`config.mk`:
```
export PLATFORM = sky130hd
export DESIGN_NAME = inverter_arbiter
export DESIGN_NICKNAME = d
export VERILOG_FILES = /design/src/rtl/inverter_arbiter_pkg.sv /design/src/rtl/inverter_arbiter_inv.sv /design/src/rtl/inverter_arbiter.sv
export SDC_FILE = /design/constraint.sdc
export NUM_CORES = 1
export LEC_CHECK = 0
export BUFFER_PORTS_ARGS = -buffer_cell sky130_fd_sc_hd__buf_2
export CAP_MARGIN = 15
export CORE_ASPECT_RATIO = 0.8
export CORE_UTILIZATION = 48
export DETAILED_ROUTE_END_ITERATION = 8
export GPL_TIMING_DRIVEN = 0
export PLACE_DENSITY = 0.95
export SLEW_MARGIN = 40
export SYNTH_ARGS = -nofsm -noshare
export SYNTH_HDL_FRONTEND = slang
export SYNTH_SLANG_ARGS = --single-unit
```
`constraint.sdc`:
```
create_clock -name clk -period 5.6 [get_ports clk]
set_input_delay 0.28 -clock clk [delete_from_list [all_inputs] [get_ports clk]]
set_output_delay 0.28 -clock clk [all_outputs]
set_load 0.005 [all_outputs]
```
`src/rtl/inverter_arbiter_pkg.sv`:
```
// Shared constants, state encoding and helpers for the inverter arbiter.
package inverter_arbiter_pkg;

    localparam int INV_WIDTH = 32;
    localparam int STAT_W    = 16;

    typedef enum logic {
        IDLE = 1'b0,
        FULL = 1'b1
    } state_t;

    function automatic int clog2(input int n);
        int r;
        r = 0;
        while ((1 << r) < n) r++;
        return r;
    endfunction

endpackage

```
`src/rtl/inverter_arbiter_inv.sv`:
```
// Combinational bitwise inverter datapath shared by all arbiter requesters.
module inverter_arbiter_inv #(
    parameter int WIDTH = 32
) (
    input  logic [WIDTH-1:0] a,
    output logic [WIDTH-1:0] y
);

    assign y = ~a;

endmodule

```
`src/rtl/inverter_arbiter.sv`:
```
// Round-robin arbiter sharing one inverter datapath among NUM_REQ requesters.
// Optional macro INVERTER_ARBITER_STATS_EN adds per-requester grant and stall counters.
//
//  state | meaning
//  IDLE  | no result held, out_valid=0
//  FULL  | result held on out_data/out_id, out_valid=1
module inverter_arbiter
    import inverter_arbiter_pkg::*;
#(
    parameter int  WIDTH   = INV_WIDTH,
    parameter int  NUM_REQ = 4,
    localparam int ID_W    = (clog2(NUM_REQ) < 1) ? 1 : clog2(NUM_REQ)
) (
    input  logic                     clk,
    input  logic                     rst,
    input  logic [NUM_REQ-1:0]       req_valid,
    input  logic [NUM_REQ*WIDTH-1:0] req_data,
    output logic [NUM_REQ-1:0]       req_ready,
    output logic                     out_valid,
    output logic [WIDTH-1:0]         out_data,
    output logic [ID_W-1:0]          out_id,
    input  logic                     out_ready
`ifdef INVERTER_ARBITER_STATS_EN
    ,
    output logic [NUM_REQ*STAT_W-1:0] stat_grants,
    output logic [STAT_W-1:0]         stat_stall
`endif
);

    state_t            state_q, state_d;
    logic [WIDTH-1:0]  out_data_q, out_data_d;
    logic [ID_W-1:0]   out_id_q, out_id_d;
    logic [ID_W-1:0]   rr_ptr_q, rr_ptr_d;
    logic [ID_W-1:0]   grant_id;
    logic              found, can_accept, grant;
    logic [WIDTH-1:0]  operand, inv_result;

    // Returns {hit, index} of the first valid requester at or after ptr, wrapping explicitly.
    function automatic logic [ID_W:0] rr_pick(input logic [NUM_REQ-1:0] valid,
                                              input logic [ID_W-1:0]    ptr);
        logic            hit;
        logic [ID_W-1:0] pick;
        logic [ID_W-1:0] idx;
        int              pos;
        hit  = 1'b0;
        pick = '0;
        for (int k = 0; k < NUM_REQ; k++) begin
            pos = int'(ptr) + k;
            if (pos >= NUM_REQ) pos = pos - NUM_REQ;
            idx = ID_W'(pos);
            if (!hit && valid[idx]) begin
                hit  = 1'b1;
                pick = idx;
            end
        end
        return {hit, pick};
    endfunction

    always_comb begin
        {found, grant_id} = rr_pick(req_valid, rr_ptr_q);
        can_accept = (state_q == IDLE) || ((state_q == FULL) && out_ready);
        grant      = found && can_accept && !rst;
        req_ready  = '0;
        if (grant) req_ready[grant_id] = 1'b1;
        operand = '0;
        for (int i = 0; i < NUM_REQ; i++) begin
            if (grant_id == ID_W'(i)) operand = req_data[i*WIDTH +: WIDTH];
        end
    end

    inverter_arbiter_inv #(
        .WIDTH (WIDTH)
    ) u_inv (
        .a (operand),
        .y (inv_result)
    );

    always_comb begin
        state_d    = state_q;
        out_data_d = out_data_q;
        out_id_d   = out_id_q;
        rr_ptr_d   = rr_ptr_q;
        if (grant) begin
            state_d    = FULL;
            out_data_d = inv_result;
            out_id_d   = grant_id;
            rr_ptr_d   = (grant_id == ID_W'(NUM_REQ - 1)) ? '0 : grant_id + ID_W'(1);
        end else if ((state_q == FULL) && out_ready) begin
            state_d = IDLE;
        end
    end

    always_ff @(posedge clk) begin
        if (rst) begin
            state_q    <= IDLE;
            out_data_q <= '0;
            out_id_q   <= '0;
            rr_ptr_q   <= '0;
        end else begin
            state_q    <= state_d;
            out_data_q <= out_data_d;
            out_id_q   <= out_id_d;
            rr_ptr_q   <= rr_ptr_d;
        end
    end

    assign out_valid = (state_q == FULL);
    assign out_data  = out_data_q;
    assign out_id    = out_id_q;

`ifdef INVERTER_ARBITER_STATS_EN
    logic [STAT_W-1:0] grant_cnt_q [NUM_REQ];
    logic [STAT_W-1:0] grant_cnt_d [NUM_REQ];
    logic [STAT_W-1:0] stall_cnt_q, stall_cnt_d;

    // Counters stick at all-ones rather than wrapping.
    always_comb begin
        stall_cnt_d = stall_cnt_q;
        if ((state_q == FULL) && !out_ready && (stall_cnt_q != '1))
            stall_cnt_d = stall_cnt_q + STAT_W'(1);
        stat_grants = '0;
        for (int i = 0; i < NUM_REQ; i++) begin
            grant_cnt_d[i] = grant_cnt_q[i];
            if (req_ready[i] && (grant_cnt_q[i] != '1))
                grant_cnt_d[i] = grant_cnt_q[i] + STAT_W'(1);
            stat_grants[i*STAT_W +: STAT_W] = grant_cnt_q[i];
        end
    end

    always_ff @(posedge clk) begin
        if (rst) begin
            stall_cnt_q <= '0;
            for (int i = 0; i < NUM_REQ; i++) grant_cnt_q[i] <= '0;
        end else begin
            stall_cnt_q <= stall_cnt_d;
            for (int i = 0; i < NUM_REQ; i++) grant_cnt_q[i] <= grant_cnt_d[i];
        end
    end

    assign stat_stall = stall_cnt_q;
`endif

endmodule

```
==> impl_metrics.py, run 1 <==
metrics = {
    "sta": {
        "clock_skew_ps": 4.94,
        "fin_setup_tns_ps": 0,
        "period_needed_ps": 3120,
        "slew_violations": 0,
        "grt_setup_unrepaired": "false",
        "final_hold_viol_count": 0,
        "setup_violations": 0,
        "tightest_slew_ps": 726,
        "slew_headroom_pct": 50.3,
        "clock.fmax_mhz": 321,
        "post-route-period-util_pct": 55.6,
    },
    "pwr": {
        "cellLeakagePower_nw": 1.82,
        "peakVddDrop_uv": 151,
        "total_power_mw": 1.08,
        "power_density_nw_per_um2": 273,
    },
    "global_routing": {
        "antenna_found_initial": 0,
        "grt_pass1_vias": 3369,
        "gr-usage-met2_pct": 55.0,
        "met1_usage_pct": 37.4,
        "grt_use_total_pct": 31.3,
        "grt_pass1_wl_um": 15300,
        "grt_use_met3_pct": 6.91,
        "overflow": 0,
        "busiest_layer": "met2",
        "grt_max_degree": 13,
    },
    "place": {
        "hpwl_um": 7850,
        "numPortBuffers": 173,
        "gp_congestion": 0.901,
    },
    "clock_network": {
        "clk_pin_slew_ps": 80,
        "cts-root-buf": "clkbuf_8",
        "clock_latency_ps": 290,
        "cts_made_buffers": 5,
        "cts_tree": "done",
        "cts_buffer_depth": 2,
        "cts_sinks": 37,
        "ctsResizeCount": 0,
        "htree_levels": 2,
        "cts_hold_buf": 0,
        "cts_setup_buffers": 0,
    },
    "finish": {
        "multi_input_area_um2": 1840,
        "seq_area_um2": 741,
        "drive_above_1_share_pct": 42.6,
        "nFillCells": 485,
        "area_growth_pct": 36.2,
        "nets": 655,
        "antenna_cells": 0,
    },
    "logic_synthesis": {
        "synth_edf_count": 0,
        "synth_cells": 336,
        "yosysMostFrequentCell": "dfxtp_1",
        "yosysUniqueCellTypes": 34,
        "synth_top_area_share_pct": 25.5,
        "ys_seq_elements": 37,
        "syn-cell-area_um2": 2900,
        "synth-seq-area-share_pct": 25.5,
        "async_flop_share_pct": 0,
        "yosys_warnings": 0,
        "synth_area_leaders": "dfxtp_1, nand3b_1, a221oi_1",
        "syn-num-nets": 475,
        "synth_top_area_cell": "dfxtp_1",
        "avgSynthCellArea_um2": 8.64,
        "synth_ff_type": "dfxtp_1",
        "ys_top_cells_by_count": "dfxtp_1, a21oi_1, inv_1",
    },
    "worst_setup_path": {
        "cp_max_fo": 10,
        "cp.arrival_ps": 2840,
        "critical_path_class": "reg -> out",
        "cp_data_required_time_ps": 5320,
        "ff2ff_setup_slack_ps": 2700,
        "critPathCaptureType": "output port",
        "start_kind": "register",
    },
    "floorplanning": {
        "die-area_um2": 6360,
        "core_um2": 5650,
        "rows": 24,
        "die_y_um": 71.5,
        "start_util_pct": 51.4,
        "io_pins": 174,
        "die_w_um": 88.9,
    },
    "detailed_routing": {
        "avgViaCountPerCell": 5.97,
        "drtAntennaViolNets": 0,
        "num_vias": 3555,
        "remaining_drc_errors": 0,
        "firstDrtPassIters": 8,
        "drt-initial-drc-count": 206,
        "wl_um": 10100,
        "wl_per_cell_um": 16.9,
    },
    "worst_hold_path": {
        "min_path_type": "in -> reg",
    },
    "status": {
        "outcome": "finished, final reports clean",
    },
    "run": {
        "cap_viol_max_count": 0,
    },
}
==> final timing paths <==
check                                              start                  endpoint  depth (start not counted)
worst max-delay path            rr_ptr_q[1]$_SDFFE_PP0P_              req_ready[3]                          8
worst min-delay path                           out_ready    out_valid$_SDFFE_PP0P_                          3
worst max register to register  rr_ptr_q[1]$_SDFFE_PP0P_  out_data[9]$_SDFFE_PP0P_                          9
worst min register to register    out_valid$_SDFFE_PP0P_    out_valid$_SDFFE_PP0P_                          2
==> cells by family (layout without fill, tap and decap cells) <==
kind of cell / count (synthesis) / after routing / share of synthesized area [%]
AOI/OAI and AO/OA: 141 / 141 / 43.6
adders and majority gates: 4 / 4 / 1.72
buffers and inverters: 77 / 258 / 11.2
DFF: 37 / 37 / 25.5
muxes: 1 / 1 / 0.345
and+or+nand+nor: 76 / 76 / 17.6
==> critical path, stage by stage, from the launching register on <==
cell	delay [ps]
dfxtp_1	420
mux2i_1	260
nor2_1	80
nor4_1	430
ha_1	240
clkbuf_1	410
clkbuf_1	420
and2_1	190
buf_2	100
==> per-stage QoR <==
stage | utilization, % | hold slack (ps) | instances | setup slack, ps | instance area (um2)
2_1_floorplan | - | 462 | 336 | 3210 | 2900
3_3_place_gp | 68.5 | 472 | 587 | 2610 | 3860
3_5_place_dp | 68.5 | 484 | 587 | 2460 | 3860
4_1_cts | 70.0 | 265 | 595 | 2500 | 3950
5_1_grt | 70.0 | 276 | 595 | 2240 | 3950
6_report | 70.0 | 266 | 595 | 2480 | 3950
==> where the power goes <==
group          switching (mW)  internal [mW]
Clock                   0.101         0.0860
Sequential             0.0324          0.319
Combinational           0.293          0.249
==> state kept, by name, summed over array words and instances (netlist names) <==
name / flops
out_data: 32
out_id: 2
out_valid: 1
rr_ptr_q: 2
==> cells in the final DEF, fill, tap and decap left out <==
cell / Yosys / final
buf_4: 1 / 1
clkbuf_1: 28 / 28
buf_6: 3 / 3
clkbuf_8: 0 / 5
clkinv_2: 0 / 2
or2_2: 1 / 1
nand3b_1: 32 / 32
nand2b_1: 4 / 4
mux2i_1: 1 / 1
buf_1: 1 / 1
o31ai_1: 2 / 2
o22ai_1: 1 / 1
nor2_1: 3 / 3
nor4_2: 1 / 1
and2_1: 28 / 28
nor4_1: 1 / 1
o311a_1: 1 / 1
buf_2: 8 / 181
o211ai_1: 27 / 27
a2111oi_0: 8 / 8
a221o_1: 8 / 8
clkinv_1: 1 / 1
nor3_1: 1 / 1
or4_1: 1 / 1
o31ai_2: 15 / 15
o31ai_4: 10 / 10
or3_1: 1 / 1
inv_1: 35 / 35
o21ai_0: 1 / 1
a221oi_1: 25 / 25
dfxtp_1: 37 / 37
a21oi_1: 35 / 35
clkinvlp_4: 0 / 1
nor2b_1: 2 / 2
a32o_1: 8 / 8
ha_1: 4 / 4
nand2_1: 1 / 1
==> routing by layer <==
metal	vias up	wire length [um]
li1	1639	-
met1	1680	4130
met2	205	4890
met3	31	820
met4	0	230
met5	-	0
==> area by class of cell <==
type	count	area share, %
multi-input combinational	222	46.5
tap	78	2.47
timing repair buffer	173	21.9
sequential	37	18.7
clock buffer	5	1.74
buffer	41	4.81
clock inverter	3	0.443
inverter	36	3.42
Note: power is estimated with default switching activity, not from simulation.
==> run 2, diff against run 1 <==
--- a/config.mk
+++ b/config.mk
@@ -8,10 +8,10 @@
 export BUFFER_PORTS_ARGS = -buffer_cell sky130_fd_sc_hd__buf_2
 export CAP_MARGIN = 15
 export CORE_ASPECT_RATIO = 0.8
-export CORE_UTILIZATION = 48
+export CORE_UTILIZATION = 44
 export DETAILED_ROUTE_END_ITERATION = 8
 export GPL_TIMING_DRIVEN = 0
-export PLACE_DENSITY = 0.95
+export PLACE_DENSITY = 0.92
 export SLEW_MARGIN = 40
 export SYNTH_ARGS = -nofsm -noshare
 export SYNTH_HDL_FRONTEND = slang
==> constraint.sdc (replaced) <==
create_clock -name clk -period 2.9 [get_ports clk]
set_input_delay 0.145 -clock clk [delete_from_list [all_inputs] [get_ports clk]]
set_output_delay 0.145 -clock clk [all_outputs]
set_load 0.005 [all_outputs]
==> run 2 against run 1 <==
Compared with the run above: hold slack got worse by 120 ps; count of clock-buffer cells in the layout rose by 1; die area rose by 8.9%; combinational power rose by 97%; critical path type is now reg -> reg; sequential power rose by 93%; design area rose by 0.70%; core utilization fell by 7.6 points; power rose by 94%; via count fell by 1.3%.
==> impl_metrics.py, run 2 (synthesized netlist as in run 1, its figures left out) <==
metrics = {
    "floorplanning": {
        "io_pins": 174,
        "rows": 26,
        "die_y_um": 74.6,
        "die_w_um": 92.8,
        "start_util_pct": 45.5,
        "core_um2": 6380,
        "die-area_um2": 6920,
    },
    "detailed_routing": {
        "avgViaCountPerCell": 5.85,
        "firstDrtPassIters": 5,
        "wl_per_cell_um": 16.9,
        "remaining_drc_errors": 0,
        "drt-initial-drc-count": 137,
        "num_vias": 3509,
        "wl_um": 10100,
        "drtAntennaViolNets": 0,
    },
    "sta": {
        "setup_violations": 0,
        "post-route-period-util_pct": 96.8,
        "timing.hold.ws_ps": 146,
        "clock.fmax_mhz": 356,
        "period_needed_ps": 2810,
        "tightest_slew_ps": 559,
        "slew_headroom_pct": 61.8,
        "final_hold_viol_count": 0,
        "grt_setup_unrepaired": "false",
        "slew_violations": 0,
        "post-route-worst-setup-slack_ps": 92.7,
        "clock_skew_ps": 4.57,
    },
    "worst_setup_path": {
        "cp_cell_sequence": "mux2i_1, nor2_1, or4_1, ha_1, buf_2, clkbuf_1, a221oi_1, o31ai_4",
        "critical_path_class": "reg -> reg",
        "slowest_stage": "or4_1",
        "start_kind": "register",
        "cp_top_family": "compound AO/OA/AOI/OAI gates",
        "cp_data_required_time_ps": 3060,
        "crit_path_max_incr_delay_ps": 570,
        "cp_max_fo": 10,
        "critical_path_buf_inv_count": 2,
        "critPathCaptureType": "register",
        "cp.arrival_ps": 2970,
    },
    "clock_network": {
        "cts_made_buffers": 5,
        "clock_latency_ps": 290,
        "clk_pin_slew_ps": 80,
        "cts_tree": "done",
        "cts-root-buf": "clkbuf_8",
        "cts_setup_buffers": 0,
        "cts_buffer_depth": 2,
        "htree_levels": 2,
        "cts_sinks": 37,
    },
    "pwr": {
        "power_density_nw_per_um2": 526,
        "total_power_mw": 2.09,
        "peakVddDrop_uv": 262,
        "cellLeakagePower_nw": 1.85,
    },
    "place": {
        "place_inst": 593,
        "numPortBuffers": 173,
        "pre_cts_slack_ps": -72.1,
        "gp_congestion": 0.840,
        "hpwl_um": 7820,
    },
    "global_routing": {
        "grt_max_degree": 12,
        "grt_use_total_pct": 28.5,
        "grt_pass1_vias": 3305,
        "overflow": 0,
        "antenna_found_initial": 0,
        "grt_pass1_wl_um": 15200,
    },
    "status": {
        "outcome": "finished, final reports clean",
    },
    "finish": {
        "nets": 654,
        "area_growth_pct": 37.1,
        "antenna_cells": 0,
        "nFillCells": 562,
        "drive_above_1_share_pct": 44.4,
        "seq_area_um2": 741,
        "multi_input_area_um2": 1850,
        "mostFrequentLayoutCell": "buf_2",
        "fin_cells": 600,
        "mostFrequentLayoutCells": "buf_2, dfxtp_1, a21oi_1, inv_1, nand3b_1",
        "largest_reg_flops": 32,
    },
    "run": {
        "cap_viol_max_count": 0,
    },
    "worst_hold_path": {
        "min_path_type": "in -> reg",
    },
}
[run 2: cell count changes in the layout (fill, tap and decap cells not counted)]
cell        change
clkbuf_2        +7
clkbuf_1        -6
a221oi_1        -3
a221oi_2        +3
buf_1           -1
clkinvlp_4      -1
[run 2: cell type report]
cell class,count,share of cell area (%)
Buffer,40,4.91
Tap cell,84,2.64
Timing Repair Buffer,173,21.8
Multi-Input combinational cell,222,46.6
Sequential cell,37,18.6
Clock buffer,6,1.82
Clock inverter,2,0.252
Inverter,36,3.40
[run 2: where the power goes]
part | switching (mW) | internal, mW
Sequential | 0.0626 | 0.616
Clock | 0.182 | 0.167
Combinational | 0.575 | 0.492
[run 2: worst paths after layout]
kind	from	endpoint	slack (ps)	cells past startpoint
setup / recovery	rr_ptr_q[1]$_SDFFE_PP0P_	out_data[6]$_SDFFE_PP0P_	90	8
setup reg to reg	rr_ptr_q[1]$_SDFFE_PP0P_	out_data[6]$_SDFFE_PP0P_	90	8
hold reg to reg	out_valid$_SDFFE_PP0P_	out_valid$_SDFFE_PP0P_	500	2
hold / removal	req_data[113]	out_data[17]$_SDFFE_PP0P_	150	3
[run 2: what timing repair did]
action                                  4_1_cts  5_1_grt
resized for setup                             2       12
hold buffers                                  0        0
endpoints found under the setup margin        2       15
[run 2: through the flow]
stage	instance area (um2)	TNS (ps)	utilization, %
floorplan	2900	0	-
global placement	3870	0	60.7
detailed placement	3870	-257	60.7
CTS	3960	0	62.1
global route	3980	0	62.4
finish	3980	0	62.4
[run 2: worst min-delay path, delay by kind of cell]
family / cells / cell delay (ps)
AOI/OAI and AO/OA: 1 / 50
and+or+nand+nor: 1 / 120
buffers and inverters: 1 / 70
[run 2: metal layers]
layer / up-vias / GRT usage (%) / wire length [um]
li1: 1638 / - / -
met1: 1646 / 33.7 / 4070
met4: 0 / 8.21 / 204
met3: 23 / 5.35 / 798
met5: - / 0 / 0
met2: 202 / 53.2 / 5070
==> run 3, diff against run 2 <==
--- a/config.mk
+++ b/config.mk
@@ -12,6 +12,7 @@
 export DETAILED_ROUTE_END_ITERATION = 8
 export GPL_TIMING_DRIVEN = 0
 export PLACE_DENSITY = 0.92
+export REMOVE_ABC_BUFFERS = 1
 export SLEW_MARGIN = 40
 export SYNTH_ARGS = -nofsm -noshare
 export SYNTH_HDL_FRONTEND = slang
==> run 3 against run 2 <==
Compared with the run above: combinational power about the same; first-iteration DRC count decreased by 1.5%; register-to-register slack improved by 90 ps; clock power increased by 1%; final cell count decreased by 5.5%; die area unchanged; non-clock buffer count decreased by 33; core utilization decreased by 0.14 points; hold slack improved by 6.7 ps; worst setup slack improved by 92 ps; flip-flop and latch count unchanged; highest routed layer unchanged.
==> impl_metrics.py, run 3 (synthesized netlist as in run 1, its figures left out) <==
metrics = {
    "status": {
        "outcome": "finished, final reports clean",
    },
    "clock_network": {
        "cts_buffer_depth": 2,
        "clk_pin_slew_ps": 80,
        "cts-root-buf": "clkbuf_8",
        "clock_latency_ps": 280,
        "cts_made_buffers": 5,
        "cts_tree": "done",
        "htree_levels": 2,
        "cts_sinks": 37,
    },
    "place": {
        "numPortBuffers": 173,
        "place_inst": 558,
        "gp_congestion": 0.835,
        "pre_cts_slack_ps": 79.5,
        "hpwl_um": 6220,
    },
    "detailed_routing": {
        "wl_per_cell_um": 16.2,
        "num_vias": 3298,
        "drtAntennaViolNets": 0,
        "remaining_drc_errors": 0,
        "drt-initial-drc-count": 135,
        "avgViaCountPerCell": 5.82,
        "wl_um": 9160,
        "firstDrtPassIters": 4,
    },
    "worst_setup_path": {
        "r2r-end": "out_data[6]$_SDFFE_PP0P_",
        "rr_worst_depth": 7,
        "ff2ff_setup_slack_ps": 190,
        "start_kind": "register",
        "reg2reg_from": "rr_ptr_q[1]$_SDFFE_PP0P_",
        "cp_max_fo": 34,
        "cp.arrival_ps": 2870,
        "cp_data_required_time_ps": 3060,
        "critical_path_class": "reg -> reg",
        "critPathCaptureType": "register",
    },
    "sta": {
        "slew_violations": 0,
        "setup_violations": 0,
        "slew_headroom_pct": 55.7,
        "grt_setup_unrepaired": "false",
        "fin_setup_tns_ps": 0,
        "period_needed_ps": 2710,
        "timing.hold.ws_ps": 153,
        "clock_skew_ps": 4.72,
        "clock.fmax_mhz": 368,
        "tightest_slew_ps": 660,
        "post-route-worst-setup-slack_ps": 185,
        "final_hold_viol_count": 0,
        "post-route-period-util_pct": 93.6,
    },
    "global_routing": {
        "grt_use_total_pct": 23.9,
        "grt_pass1_wl_um": 13400,
        "antenna_found_initial": 0,
        "grt_pass1_vias": 3067,
        "overflow": 0,
        "grt_max_degree": 66,
    },
    "floorplanning": {
        "die_y_um": 74.6,
        "die_w_um": 92.8,
        "rows": 26,
        "io_pins": 174,
        "core_um2": 6380,
        "die-area_um2": 6920,
        "start_util_pct": 45.5,
    },
    "finish": {
        "nets": 621,
        "seq_area_um2": 741,
        "nFillCells": 541,
        "mostFrequentLayoutCell": "buf_2",
        "multi_input_area_um2": 1910,
        "drive_above_1_share_pct": 45.5,
        "antenna_cells": 0,
        "area_growth_pct": 36.8,
        "largest_reg_flops": 32,
        "fin_cells": 567,
        "mostFrequentLayoutCells": "buf_2, dfxtp_1, a21oi_1, inv_1, nand3b_1",
    },
    "worst_hold_path": {
        "min_path_type": "in -> reg",
        "holdPathEnd": "out_data[29]$_SDFFE_PP0P_",
        "hold_path_depth": 3,
        "min_from": "req_data[125]",
    },
    "pwr": {
        "power_density_nw_per_um2": 526,
        "p_switching_mw": 0.786,
        "cellLeakagePower_nw": 1.79,
        "pwr-share-clk_pct": 17.0,
        "peakVddDrop_uv": 212,
        "p_sw_share_pct": 37.7,
        "intPower_mw": 1.30,
        "pwr-share-seq_pct": 32.3,
        "combinationalPowerShare_pct": 50.7,
    },
    "run": {
        "cap_viol_max_count": 0,
    },
}
-- run 3: cell count changes in the layout (fill, tap and decap cells not counted), sizes merged --
cell	delta
buf	-5
clkbuf	-26
clkinv	-2
-- run 3: cell type report --
type | count | share of cell area (%)
Multi-Input combinational cell | 222 | 48.2
Timing Repair Buffer | 180 | 25.1
Sequential cell | 37 | 18.7
Inverter | 36 | 3.44
Tap cell | 84 | 2.65
Clock buffer | 8 | 2.02
-- run 3: how the worst max path moves through the flow --
stage | startpoint | end | slack, ps | depth (start not counted)
global route | rr_ptr_q[1]$_SDFFE_PP0P_ | out_data[12]$_SDFFE_PP0P_ | 80 | 7
floorplan | req_valid[0] | out_data[10]$_SDFFE_PP0P_ | -1200 | 6
detailed placement | rr_ptr_q[1]$_SDFFE_PP0P_ | out_data[6]$_SDFFE_PP0P_ | 80 | 7
global placement | req_valid[1] | out_data[14]$_SDFFE_PP0P_ | -2870 | 7
CTS | rr_ptr_q[1]$_SDFFE_PP0P_ | out_data[6]$_SDFFE_PP0P_ | 80 | 7
finish | rr_ptr_q[1]$_SDFFE_PP0P_ | out_data[6]$_SDFFE_PP0P_ | 190 | 7
-- run 3: power groups by stage --
stage,registers (mW),logic (mW),clock network [mW]
floorplan,0.690,0.618,0
global placement,0.676,0.933,0
detailed placement,0.683,1.02,0
CTS,0.671,1.02,0.361
global route,0.685,1.15,0.383
finish,0.674,1.06,0.354
-- run 3: critical path: stages (launching register included) --
cell,delay (ps)
dfxtp_1,430
mux2i_1,290
nor2_1,90
or4_1,640
ha_4,340
buf_16,220
a221oi_1,450
o31ai_4,110
-- run 3: per-layer routing --
| layer | wire length [um] | vias up | GRT usage, % | share of wire (%) |
|---|---|---|---|---|
| met5 | 0 | - | 0 | 0 |
| met4 | 51 | 0 | 6.15 | 0.56 |
| met3 | 640 | 8 | 6.36 | 7.0 |
| met2 | 4640 | 144 | 46.8 | 51 |
| met1 | 3840 | 1575 | 25.8 | 42 |
| li1 | - | 1571 | - | - |
-- run 3: repair_timing --
item / 4_1_cts / 5_1_grt
setup endpoints to repair: 0 / 11
resized for setup: 0 / 1
hold buffers: 0 / 0
buffers inserted: 0 / 1
-- run 3: per-stage QoR --
| step | cell area [um2] | util, % | power, mW |
|---|---|---|---|
| after floorplan | 2710 | - | 1.31 |
| after global placement | 3680 | 57.8 | 1.61 |
| after detailed placement | 3850 | 60.4 | 1.70 |
| after CTS | 3930 | 61.7 | 2.05 |
| after global routing | 3970 | 62.3 | 2.22 |
| final | 3970 | 62.3 | 2.09 |
